**src/rtl/cw_capture_ctrl_if.sv**
```systemverilog
// ChipWatcher capture-control bundle.
// Groups the capture-engine handshake and configuration/status signals so the
// JTAG control-register side and the capture engine share one port.
//   master : drives arm/abort, probe data and trigger configuration,
//            receives sample-RAM write strobes and capture status.
//   slave  : the capture engine (cw_capture_ctrl).
interface cw_capture_ctrl_if #(
  parameter int NUM_CH   = 3,
  parameter int CH_WIDTH = 16,
  parameter int ADDR_W   = 10
);
  localparam int DW = NUM_CH * CH_WIDTH;

  logic              arm;
  logic              abort;
  logic [DW-1:0]     bus_din;
  logic [DW-1:0]     trig_val;
  logic [DW-1:0]     trig_mask;
  logic [NUM_CH-1:0] trig_edge;
  logic [NUM_CH-1:0] ch_en;
  logic              trig_mode;
  logic [ADDR_W-1:0] pre_len;

  logic              wt_ce;
  logic              wt_en;
  logic [ADDR_W-1:0] wt_addr;
  logic [DW-1:0]     wt_data;
  logic [ADDR_W-1:0] trig_addr;
  logic [ADDR_W-1:0] start_addr;
  logic              busy;
  logic              done;

  modport master (
    output arm, abort, bus_din, trig_val, trig_mask, trig_edge, ch_en,
           trig_mode, pre_len,
    input  wt_ce, wt_en, wt_addr, wt_data, trig_addr, start_addr, busy, done
  );

  modport slave (
    input  arm, abort, bus_din, trig_val, trig_mask, trig_edge, ch_en,
           trig_mode, pre_len,
    output wt_ce, wt_en, wt_addr, wt_data, trig_addr, start_addr, busy, done
  );
endinterface

```
**src/rtl/cw_capture_ctrl.sv**
```systemverilog
// ChipWatcher trigger/capture engine.
// Samples NUM_CH probe buses each trig_clk, evaluates per-channel value/mask
// (level or rising-edge) triggers combined by AND/OR, and writes a circular
// sample RAM holding pre_len samples before the trigger sample and
// DEPTH-1-pre_len samples after it.
// Ports:
//   trig_clk  : capture clock
//   trig_rstn : asynchronous active-low reset
//   cw        : cw_capture_ctrl_if.slave -- arm/abort, probe data, trigger
//               config in; sample-RAM write port and status out
module cw_capture_ctrl #(
  parameter int NUM_CH   = 3,
  parameter int CH_WIDTH = 16,
  parameter int ADDR_W   = 10
) (
  input  logic             trig_clk,
  input  logic             trig_rstn,
  cw_capture_ctrl_if.slave cw
);
  localparam int DW = NUM_CH * CH_WIDTH;

  typedef enum logic [2:0] {IDLE, PRE, ARMED, POST, DONE} state_t;

  state_t            state;
  state_t            state_nxt;
  logic [DW-1:0]     s1_p0;
  logic [NUM_CH-1:0] m;
  logic [NUM_CH-1:0] m_d;
  logic [NUM_CH-1:0] hit;
  logic              trig_fire;
  logic [ADDR_W-1:0] wr_ptr;
  logic [ADDR_W-1:0] pre_cnt;
  logic [ADDR_W-1:0] pre_cnt_inc;
  logic [ADDR_W-1:0] post_cnt;
  logic [ADDR_W-1:0] post_init;
  logic              arm_go;
  logic              do_write;
  logic              load_trig;

  // Trigger evaluation on the registered sample
  always_comb begin
    logic and_t;
    logic or_t;
    m     = '0;
    hit   = '0;
    and_t = 1'b1;
    or_t  = 1'b0;
    for (int i = 0; i < NUM_CH; i++) begin
      m[i]   = &(~(s1_p0[i*CH_WIDTH +: CH_WIDTH] ^ cw.trig_val[i*CH_WIDTH +: CH_WIDTH])
                 | ~cw.trig_mask[i*CH_WIDTH +: CH_WIDTH]);
      hit[i] = cw.trig_edge[i] ? (m[i] & ~m_d[i]) : m[i];
      // Disabled channels are neutral for the selected combine mode.
      if (cw.ch_en[i]) begin
        and_t = and_t & hit[i];
        or_t  = or_t | hit[i];
      end
    end
    // With no channel enabled the AND reduction would be vacuously true.
    trig_fire = (|cw.ch_en) & (cw.trig_mode ? or_t : and_t);
  end

  assign pre_cnt_inc = pre_cnt + 1'b1;
  assign post_init   = {ADDR_W{1'b1}} - cw.pre_len;
  assign arm_go      = cw.arm & ~cw.abort & ((state == IDLE) | (state == DONE));

  always_comb begin
    state_nxt = state;
    do_write  = 1'b0;
    load_trig = 1'b0;
    case (state)
      IDLE, DONE: begin
        if (arm_go) state_nxt = (cw.pre_len == '0) ? ARMED : PRE;
      end
      PRE: begin
        do_write = 1'b1;
        if (pre_cnt_inc == cw.pre_len) state_nxt = ARMED;
      end
      ARMED: begin
        do_write = 1'b1;
        if (trig_fire) begin
          load_trig = 1'b1;
          state_nxt = (post_init == '0) ? DONE : POST;
        end
      end
      POST: begin
        do_write = 1'b1;
        if (post_cnt == ADDR_W'(1)) state_nxt = DONE;
      end
      default: state_nxt = IDLE;
    endcase
    if (cw.abort) begin
      state_nxt = IDLE;
      do_write  = 1'b0;
      load_trig = 1'b0;
    end
  end

  always_ff @(posedge trig_clk or negedge trig_rstn) begin
    if (!trig_rstn) begin
      state         <= IDLE;
      s1_p0         <= '0;
      m_d           <= '0;
      wr_ptr        <= '0;
      pre_cnt       <= '0;
      post_cnt      <= '0;
      cw.wt_ce      <= 1'b0;
      cw.wt_en      <= 1'b0;
      cw.wt_addr    <= '0;
      cw.wt_data    <= '0;
      cw.trig_addr  <= '0;
      cw.start_addr <= '0;
      cw.busy       <= 1'b0;
      cw.done       <= 1'b0;
    end else begin
      // Stage p0: probe sample register
      s1_p0 <= cw.bus_din;
      m_d   <= arm_go ? '0 : m;

      state    <= state_nxt;
      cw.busy  <= (state_nxt == PRE) | (state_nxt == ARMED) | (state_nxt == POST);
      cw.done  <= (state_nxt == DONE);
      cw.wt_ce <= (state_nxt != IDLE);

      // Stage p1: sample-RAM write port
      cw.wt_en <= do_write;
      if (do_write) begin
        cw.wt_addr <= wr_ptr;
        cw.wt_data <= s1_p0;
        wr_ptr     <= wr_ptr + 1'b1;
      end

      if (arm_go) begin
        wr_ptr  <= '0;
        pre_cnt <= '0;
      end else if (state == PRE && do_write) begin
        pre_cnt <= pre_cnt_inc;
      end

      if (load_trig) begin
        cw.trig_addr  <= wr_ptr;
        cw.start_addr <= wr_ptr - cw.pre_len;
        post_cnt      <= post_init;
      end else if (state == POST && do_write) begin
        post_cnt <= post_cnt - 1'b1;
      end
    end
  end
endmodule

```
**src/flat_wrapper.sv**
```systemverilog
// flat-port wrapper written by rule: the top's interface ports become plain ports
module cw_capture_ctrl_flat 
#(
  parameter int NUM_CH   = 3,
  parameter int CH_WIDTH = 16,
  parameter int ADDR_W   = 10
)
  (trig_clk, trig_rstn, cw_arm, cw_abort, cw_bus_din, cw_trig_val, cw_trig_mask, cw_trig_edge, cw_ch_en, cw_trig_mode, cw_pre_len, cw_wt_ce, cw_wt_en, cw_wt_addr, cw_wt_data, cw_trig_addr, cw_start_addr, cw_busy, cw_done);
  cw_capture_ctrl_if #(.NUM_CH(NUM_CH), .CH_WIDTH(CH_WIDTH), .ADDR_W(ADDR_W)) cw_i ();
  input  logic trig_clk;
  input  logic trig_rstn;
  input wire logic [$bits(cw_i.arm)-1:0] cw_arm;
  input wire logic [$bits(cw_i.abort)-1:0] cw_abort;
  input wire logic [$bits(cw_i.bus_din)-1:0] cw_bus_din;
  input wire logic [$bits(cw_i.trig_val)-1:0] cw_trig_val;
  input wire logic [$bits(cw_i.trig_mask)-1:0] cw_trig_mask;
  input wire logic [$bits(cw_i.trig_edge)-1:0] cw_trig_edge;
  input wire logic [$bits(cw_i.ch_en)-1:0] cw_ch_en;
  input wire logic [$bits(cw_i.trig_mode)-1:0] cw_trig_mode;
  input wire logic [$bits(cw_i.pre_len)-1:0] cw_pre_len;
  output wire logic [$bits(cw_i.wt_ce)-1:0] cw_wt_ce;
  output wire logic [$bits(cw_i.wt_en)-1:0] cw_wt_en;
  output wire logic [$bits(cw_i.wt_addr)-1:0] cw_wt_addr;
  output wire logic [$bits(cw_i.wt_data)-1:0] cw_wt_data;
  output wire logic [$bits(cw_i.trig_addr)-1:0] cw_trig_addr;
  output wire logic [$bits(cw_i.start_addr)-1:0] cw_start_addr;
  output wire logic [$bits(cw_i.busy)-1:0] cw_busy;
  output wire logic [$bits(cw_i.done)-1:0] cw_done;
  assign cw_i.arm = cw_arm;
  assign cw_i.abort = cw_abort;
  assign cw_i.bus_din = cw_bus_din;
  assign cw_i.trig_val = cw_trig_val;
  assign cw_i.trig_mask = cw_trig_mask;
  assign cw_i.trig_edge = cw_trig_edge;
  assign cw_i.ch_en = cw_ch_en;
  assign cw_i.trig_mode = cw_trig_mode;
  assign cw_i.pre_len = cw_pre_len;
  assign cw_wt_ce = cw_i.wt_ce;
  assign cw_wt_en = cw_i.wt_en;
  assign cw_wt_addr = cw_i.wt_addr;
  assign cw_wt_data = cw_i.wt_data;
  assign cw_trig_addr = cw_i.trig_addr;
  assign cw_start_addr = cw_i.start_addr;
  assign cw_busy = cw_i.busy;
  assign cw_done = cw_i.done;
  cw_capture_ctrl #(.NUM_CH(NUM_CH), .CH_WIDTH(CH_WIDTH), .ADDR_W(ADDR_W)) u_core (.trig_clk(trig_clk), .trig_rstn(trig_rstn), .cw(cw_i));
endmodule
```
**config.mk**
```make
export PLATFORM = sky130hd
export DESIGN_NAME = cw_capture_ctrl_flat
export DESIGN_NICKNAME = d
export VERILOG_FILES = /design/src/rtl/cw_capture_ctrl_if.sv /design/src/rtl/cw_capture_ctrl.sv /design/src/flat_wrapper.sv
export SDC_FILE = /design/constraint.sdc
export NUM_CORES = 1
export LEC_CHECK = 0
export CORE_ASPECT_RATIO = 0.5
export CORE_MARGIN = 2
export CORE_UTILIZATION = 35
export DETAILED_ROUTE_END_ITERATION = 10
export PLACE_DENSITY = 0.61
export REMOVE_ABC_BUFFERS = 1
export SETUP_SLACK_MARGIN = 0.5
export SYNTH_ARGS = -nofsm -noshare
export SYNTH_HDL_FRONTEND = slang
export SYNTH_SLANG_ARGS = --single-unit
```
**constraint.sdc**
```tcl
create_clock -name trig_clk -period 3 [get_ports trig_clk]
set_input_delay 0.3 -clock trig_clk [delete_from_list [all_inputs] [get_ports trig_clk]]
set_output_delay 0.3 -clock trig_clk [all_outputs]
set_load 0.005 [all_outputs]
```
Yosys cells after proc, flatten, opt, wreduce, memory -nomap -nowiden
Index checks and enable logic that the tools add are counted.
{ "word_totals": {"reg_bits": 166, "inputBits": 165, "out_inout_bits": 82, "word_cells": 103} }
{ "classes": {"addsub": 5, "n_eq_ne": 10, "muxes": 30, "bitwise_logic": 29, "n_reduce_logical": 15} }
{ "ops": {"columns": ["op", "n"], "rows": [
  ["16-bit NOT", 6],
  ["10-bit 2-to-1 mux", 6],
  ["16-bit OR", 3],
  ["16-bit AND reduction", 3],
  ["16-bit XOR", 3],
  ["3-bit 2-to-1 mux", 7],
  ["10-bit by 1-bit adder with 10-bit output (second input constant)", 2],
  ["10-bit logical NOT", 2],
  ["1-bit 2-to-1 mux", 15],
  ["3-bit by 2-bit equality test with 1-bit output (second input constant)", 4],
  ["3-bit one-hot mux with 4 select lines", 1],
  ["10-bit by 1-bit equality test with 1-bit output (second input constant)", 1],
  ["10-bit equality test", 1],
  ["10-bit by 1-bit subtractor with 10-bit output (second input constant)", 1],
  ["10-bit subtractor", 1],
  ["10-bit subtractor (first input constant)", 1],
  ["1-bit bitwise AND", 8],
  ["3-bit by 1-bit equality test with 1-bit output (second input constant)", 2],
  ["3-bit equality test (second input constant)", 2],
  ["2-bit nonzero test", 3],
  ["3-bit OR reduction", 2],
  ["1-bit OR", 5],
  ["1-bit NOT", 4],
  ["3-bit logical NOT", 1],
  ["4 further kinds", 5]
]} }

Depth between registers and ports, before layout
{ "logic_depth": {"word_depth": 19, "depth_mapped": 11, "depth_no_buf": 11} }

Least setup slack after synthesis
Ideal clock, no wire load.
{ "synth_timing": {"kind": "register to register", "startpoint": "register u_core.s1_p0[32]", "endpoint": "register u_core.cw.start_addr[9]", "setup_ps": 125, "arrival_ps": 2302, "t_required_ps": 2875, "slack_ps": 573, "path_stages_with_launch": 10, "n_path_buf": 2, "period_less_slack_ps": 2427, "path_cell_list": "dfrtp_1 xor2_1 a22oi_1 nand4_1 o32ai_1 a211oi_1 or4b_1 buf_2 buf_6 mux2_4"} }
{ "synth_between": {"elab_chain_cells": 13, "elab_cells_between_ends": 15, "cone_classes": "mux: 7; bitwise: 7; reduce/logical: 1"} }
{ "synth_lines": {"columns": ["item", "line_no", "rtl"], "rows": [
  ["from (decl)", "cw_capture_ctrl.sv:26", "logic [DW-1:0] s1_p0;"],
  ["from (signal assigned)", "cw_capture_ctrl.sv:116", "s1_p0 <= cw.bus_din;"],
  ["16-bit XOR *", "cw_capture_ctrl.sv:49", "m[i] = &(~(s1_p0[i*CH_WIDTH +: CH_WIDTH] ^ cw.trig_val[i*CH_WIDTH +: CH_WIDTH])"],
  ["16-bit NOT *", "cw_capture_ctrl.sv:49", null],
  ["16-bit OR *", "cw_capture_ctrl.sv:50", "| ~cw.trig_mask[i*CH_WIDTH +: CH_WIDTH]);"],
  ["16-bit AND reduction *", "cw_capture_ctrl.sv:49", null],
  ["1-bit bitwise AND", "cw_capture_ctrl.sv:51", "hit[i] = cw.trig_edge[i] ? (m[i] & ~m_d[i]) : m[i];"],
  ["1-bit 2-to-1 mux *", "cw_capture_ctrl.sv:51", null],
  ["1-bit bitwise AND or 1-bit OR (tied branches)", "cw_capture_ctrl.sv:54, cw_capture_ctrl.sv:55", null],
  ["1-bit 2-to-1 mux", "cw_capture_ctrl.sv:53", "if (cw.ch_en[i]) begin"],
  ["1-bit 2-to-1 mux *", "cw_capture_ctrl.sv:59", "trig_fire = (|cw.ch_en) & (cw.trig_mode ? or_t : and_t);"],
  ["1-bit bitwise AND *", "cw_capture_ctrl.sv:59", null],
  ["1-bit 2-to-1 mux *", "cw_capture_ctrl.sv:80", "if (trig_fire) begin"],
  ["1-bit 2-to-1 mux *", "cw_capture_ctrl.sv:70", "case (state)"],
  ["1-bit 2-to-1 mux *", "cw_capture_ctrl.sv:91", "if (cw.abort) begin"],
  ["to (signal assigned)", "cw_capture_ctrl.sv:141", "cw.start_addr <= wr_ptr - cw.pre_len;"],
  ["to (decl)", "cw_capture_ctrl_if.sv:42", "output wt_ce, wt_en, wt_addr, wt_data, trig_addr, start_addr, busy, done"]
]} }
Mark *: on every way between the ends. The rest lies on a longest branch, timed or not.
A chain may end at the register's enable or synchronous reset.

Worst setup path after layout
{ "layout_timing": {"startpoint": "register u_core.s1_p0[36]", "endpoint": "register u_core.cw.trig_addr[7]"} }
{ "layout_between": {"elab_chain_cells": 13, "elab_cells_between_ends": 15, "cone_classes": "mux: 7; bitwise: 7; reduce/logical: 1"} }
{ "layout_lines": {"columns": ["item", "line_no", "rtl"], "rows": [
  ["16-bit XOR *", "cw_capture_ctrl.sv:49", null],
  ["16-bit NOT *", "cw_capture_ctrl.sv:49", null],
  ["16-bit OR *", "cw_capture_ctrl.sv:50", null],
  ["16-bit AND reduction *", "cw_capture_ctrl.sv:49", null],
  ["1-bit bitwise AND", "cw_capture_ctrl.sv:51", null],
  ["1-bit 2-to-1 mux *", "cw_capture_ctrl.sv:51", null],
  ["1-bit bitwise AND or 1-bit OR (tied branches)", "cw_capture_ctrl.sv:54, cw_capture_ctrl.sv:55", null],
  ["1-bit 2-to-1 mux", "cw_capture_ctrl.sv:53", null],
  ["1-bit 2-to-1 mux *", "cw_capture_ctrl.sv:59", null],
  ["1-bit bitwise AND *", "cw_capture_ctrl.sv:59", null],
  ["1-bit 2-to-1 mux *", "cw_capture_ctrl.sv:80", null],
  ["1-bit 2-to-1 mux *", "cw_capture_ctrl.sv:70", null],
  ["1-bit 2-to-1 mux *", "cw_capture_ctrl.sv:91", null],
  ["to (signal assigned)", "cw_capture_ctrl.sv:140", "cw.trig_addr <= wr_ptr;"],
  ["to (decl)", "cw_capture_ctrl_if.sv:42", null]
]} }
Marks and branches as above.

==> impl_metrics.csv <==
group,metric,value,unit
logic_synthesis,synth_flop_cell,"dfrtp_1",
critical_path,crit_family,"simple AND/OR/NAND/NOR gates",
detailed_routing,avgViaCountPerCell,4.736,
critical_path,endpoint_kind,"flip-flop",
cells_and_area,nFillCells,1880,
critical_path,cp_max_fo,26,
logic_synthesis,ys_types,52,
min_path,hp-class,"input pin to flip-flop",
critical_path,critical_path_class,"flip-flop to flip-flop",
min_path,min_path_cells,1,
critical_path,crit_chain,"xor2_1 -> a22oi_1 -> nand4_1 -> o32ai_2 -> a211oi_2 -> or4b_4 -> buf_12 -> mux2_4",
job,maxCapViolations,0,
sta,fin_ws,0.3015,ns
global_route,grt_pass1_vias,6417,
clocking,cts_root_buffer,"clkbuf_16",
detailed_routing,via_count,6100,
logic_synthesis,yosys_register_bits,166,
place,port_buffers,246,
cells_and_area,layout_commonest_cell,"clkdlybuf4s50_1",
floorplanning,start_util,35.97,%
critical_path,path_buf_inv,1,
logic_synthesis,synthCells,735,
critical_path,cpPeakStageDelay,0.57,ns
cells_and_area,fin_nets,1181,
power,power_density,533.8,mW/mm2
cells_and_area,layout_common_cells,"clkdlybuf4s50_1, nand2_1, dfrtp_1, xor2_1, o21ai_0",
place,hpwl,15940,um
clocking,insertion_delay,0.44,ns
cells_and_area,syn_to_final_growth,48.24,%
clocking,numCtsBuffers,17,
power,totalPowerFinal,5.890,mW
sta,post-route-period-util,89.95,%
sta,finalHoldViolCount,0,
global_route,grt_max_degree,70,
floorplanning,top_level_ports,247,
floorplanning,core_area,0.02069,mm2
sta,finalClockSkew,0.008650,ns
sta,worst_pin_slew,0.6531,ns
sta,rsz0062_at_grt,"yes",
clocking,clk_pin_slew,0.07,ns
critical_path,rr_worst_depth,8,
cells_and_area,drive_above_1_share,8.374,%
clocking,cts_tree,"done",
logic_synthesis,yosysWarnings,0,
global_route,grt_usage,19.81,%
sta,timing.fmax,370.6,MHz
floorplanning,die_w,210.2,um
sta,period_minus_slack,2.699,ns
logic_synthesis,synth-edff-count,0,
floorplanning,num_rows,37,
cells_and_area,num_antenna_cells,0,
power,power.leakage,5.081,nW
floorplanning,fp.dieArea,0.02252,mm2
place,pre_cts_ws,-0.2967,ns
logic_synthesis,synthArstFlopShare,100.0,%
sta,timing.final.max_slew_violations,0,
detailed_routing,drt_iter0_drc,374,
power,ir_drop,0.2899,mV
critical_path,critPathRequiredTime,3.32,ns
clocking,cts_buffer_depth,2,
detailed_routing,routedWlPerCell,16.50,um
critical_path,crit_cells,8,
global_route,overflow,0,
sta,finalSetupViolations,0,
logic_synthesis,synth.avg_cell_area,10.13,um2
sta,timing.hold.ws,0.2946,ns
place,gp_congestion,0.8900,
detailed_routing,drc,0,
outcome,status,"finished clean",
detailed_routing,drt_pass1_iterations,4,
sta,slew_headroom,56.13,%
floorplanning,dieHeight,107.1,um
detailed_routing,drt_wl_total,21250,um
critical_path,cp-start-kind,"flip-flop",
critical_path,crit_slowest_cell,"or4b_4",
logic_synthesis,synth-seq-area-share,55.81,%
clocking,cts-htree-levels,4,
global_route,antenna_found_initial,0,
global_route,grt_pass1_wl,34200,um
logic_synthesis,netlist_area,0.007443,mm2
detailed_routing,ant_nets,0,
clocking,clock_sinks,166,
critical_path,arrival,3.02,ns
==> cell usage after synthesis, types with 3 or more instances <==
cell        n  area share, %
a21o_1      6           0.61
a21oi_1     5           0.34
a22oi_1    24            2.4
a31oi_1     3           0.25
and2_1      5           0.42
and3_1      8           0.67
clkbuf_1   18           0.91
dfrtp_1   166             56
ha_1       13            2.2
inv_1      17           0.86
mux2_4      9            1.8
nand2_1   214             11
nand2b_1    6           0.50
nand3_1    15            1.0
nand4_1    10           0.84
nor2_1     30            1.5
nor3_1      6           0.40
nor4_1      8           0.67
o211ai_1    4           0.40
o21ai_0    35            2.4
o31ai_1     5           0.50
or3_1       3           0.25
xnor2_1    17            2.0
xor2_1     68            8.0
==> metal layers <==
metal	routed length [um]	track usage (%)	vias up
li1	-	-	3005
met1	9524	24.83	2957
met2	10560	34.04	110
met3	733	3.808	28
met4	435	7.852	0
met5	0	0	-
==> state kept, by name, summed over array words and instances (netlist names) <==
| register | cells |
|---|---|
| u_core.s1_p0 | 48 |
| u_core.cw.wt_addr | 10 |
| u_core.cw.busy | 1 |
| u_core.cw.wt_ce | 1 |
| u_core.m_d | 3 |
| u_core.cw.wt_en | 1 |
| u_core.state | 3 |
| u_core.cw.start_addr | 10 |
| u_core.wr_ptr | 10 |
| u_core.post_cnt | 10 |
| u_core.pre_cnt | 10 |
| u_core.cw.done | 1 |
| u_core.cw.trig_addr | 10 |
| u_core.cw.wt_data | 48 |
==> power by group <==
| group | switching, mW | internal, mW |
|---|---|---|
| combinational | 0.468 | 0.683 |
| sequential | 0.145 | 2.47 |
| clock | 0.955 | 1.17 |
==> repair_timing <==
action	4_1_cts	5_1_grt
setup buffers	3	1
hold buffers	1	0
gates resized for setup	14	8
pin swaps	8	5
hold endpoints to repair	66	0
setup endpoints to repair	31	34
==> final cells by class <==
type	count	area [um2]	share of cell area, %
tap	273	341.6	3.096
sequential	166	4155	37.66
clock buffer	19	442.9	4.014
inverter	18	67.56	0.6123
multi-input combinational	529	3211	29.10
timing repair buffer	270	2691	24.39
clock inverter	13	125.1	1.134
==> worst paths after layout <==
path / start / endpoint / slack (ns)
min reg2reg: u_core.cw.wt_data[19] / u_core.cw.wt_data[19] / 0.47
max in group asynchronous: trig_rstn / u_core.pre_cnt[0] / 1.76
max reg2reg: u_core.s1_p0[36] / u_core.cw.trig_addr[7] / 0.30
min: cw_bus_din[15] / u_core.s1_p0[15] / 0.29
max: u_core.s1_p0[36] / u_core.cw.trig_addr[7] / 0.30
min in group asynchronous: trig_rstn / u_core.s1_p0[42] / 0.43
==> logic make-up after synthesis <==
| logic type | synth area share, % |
|---|---|
| multiplexers | 1.815 |
| AO/OA/AOI/OAI | 9.245 |
| adder cells (fa/ha/maj) | 2.454 |
| AND/OR/NAND/NOR | 18.44 |
| flip-flops | 55.81 |
| XOR/XNOR | 10.00 |
| buffers and inverters | 2.235 |
==> per-stage QoR <==
stage | instances | area [um2] | TNS [ns] | util [%]
floorplan | 713 | 7345 | -27.11 | -
global placement | 1251 | 10320 | -6.194 | 49.89
detailed placement | 1251 | 10320 | -6.063 | 49.89
CTS | 1287 | 10990 | 0 | 53.13
global route | 1288 | 11030 | 0 | 53.32
finish | 1288 | 11030 | 0 | 53.32
Power figures use the tool's default switching activity.
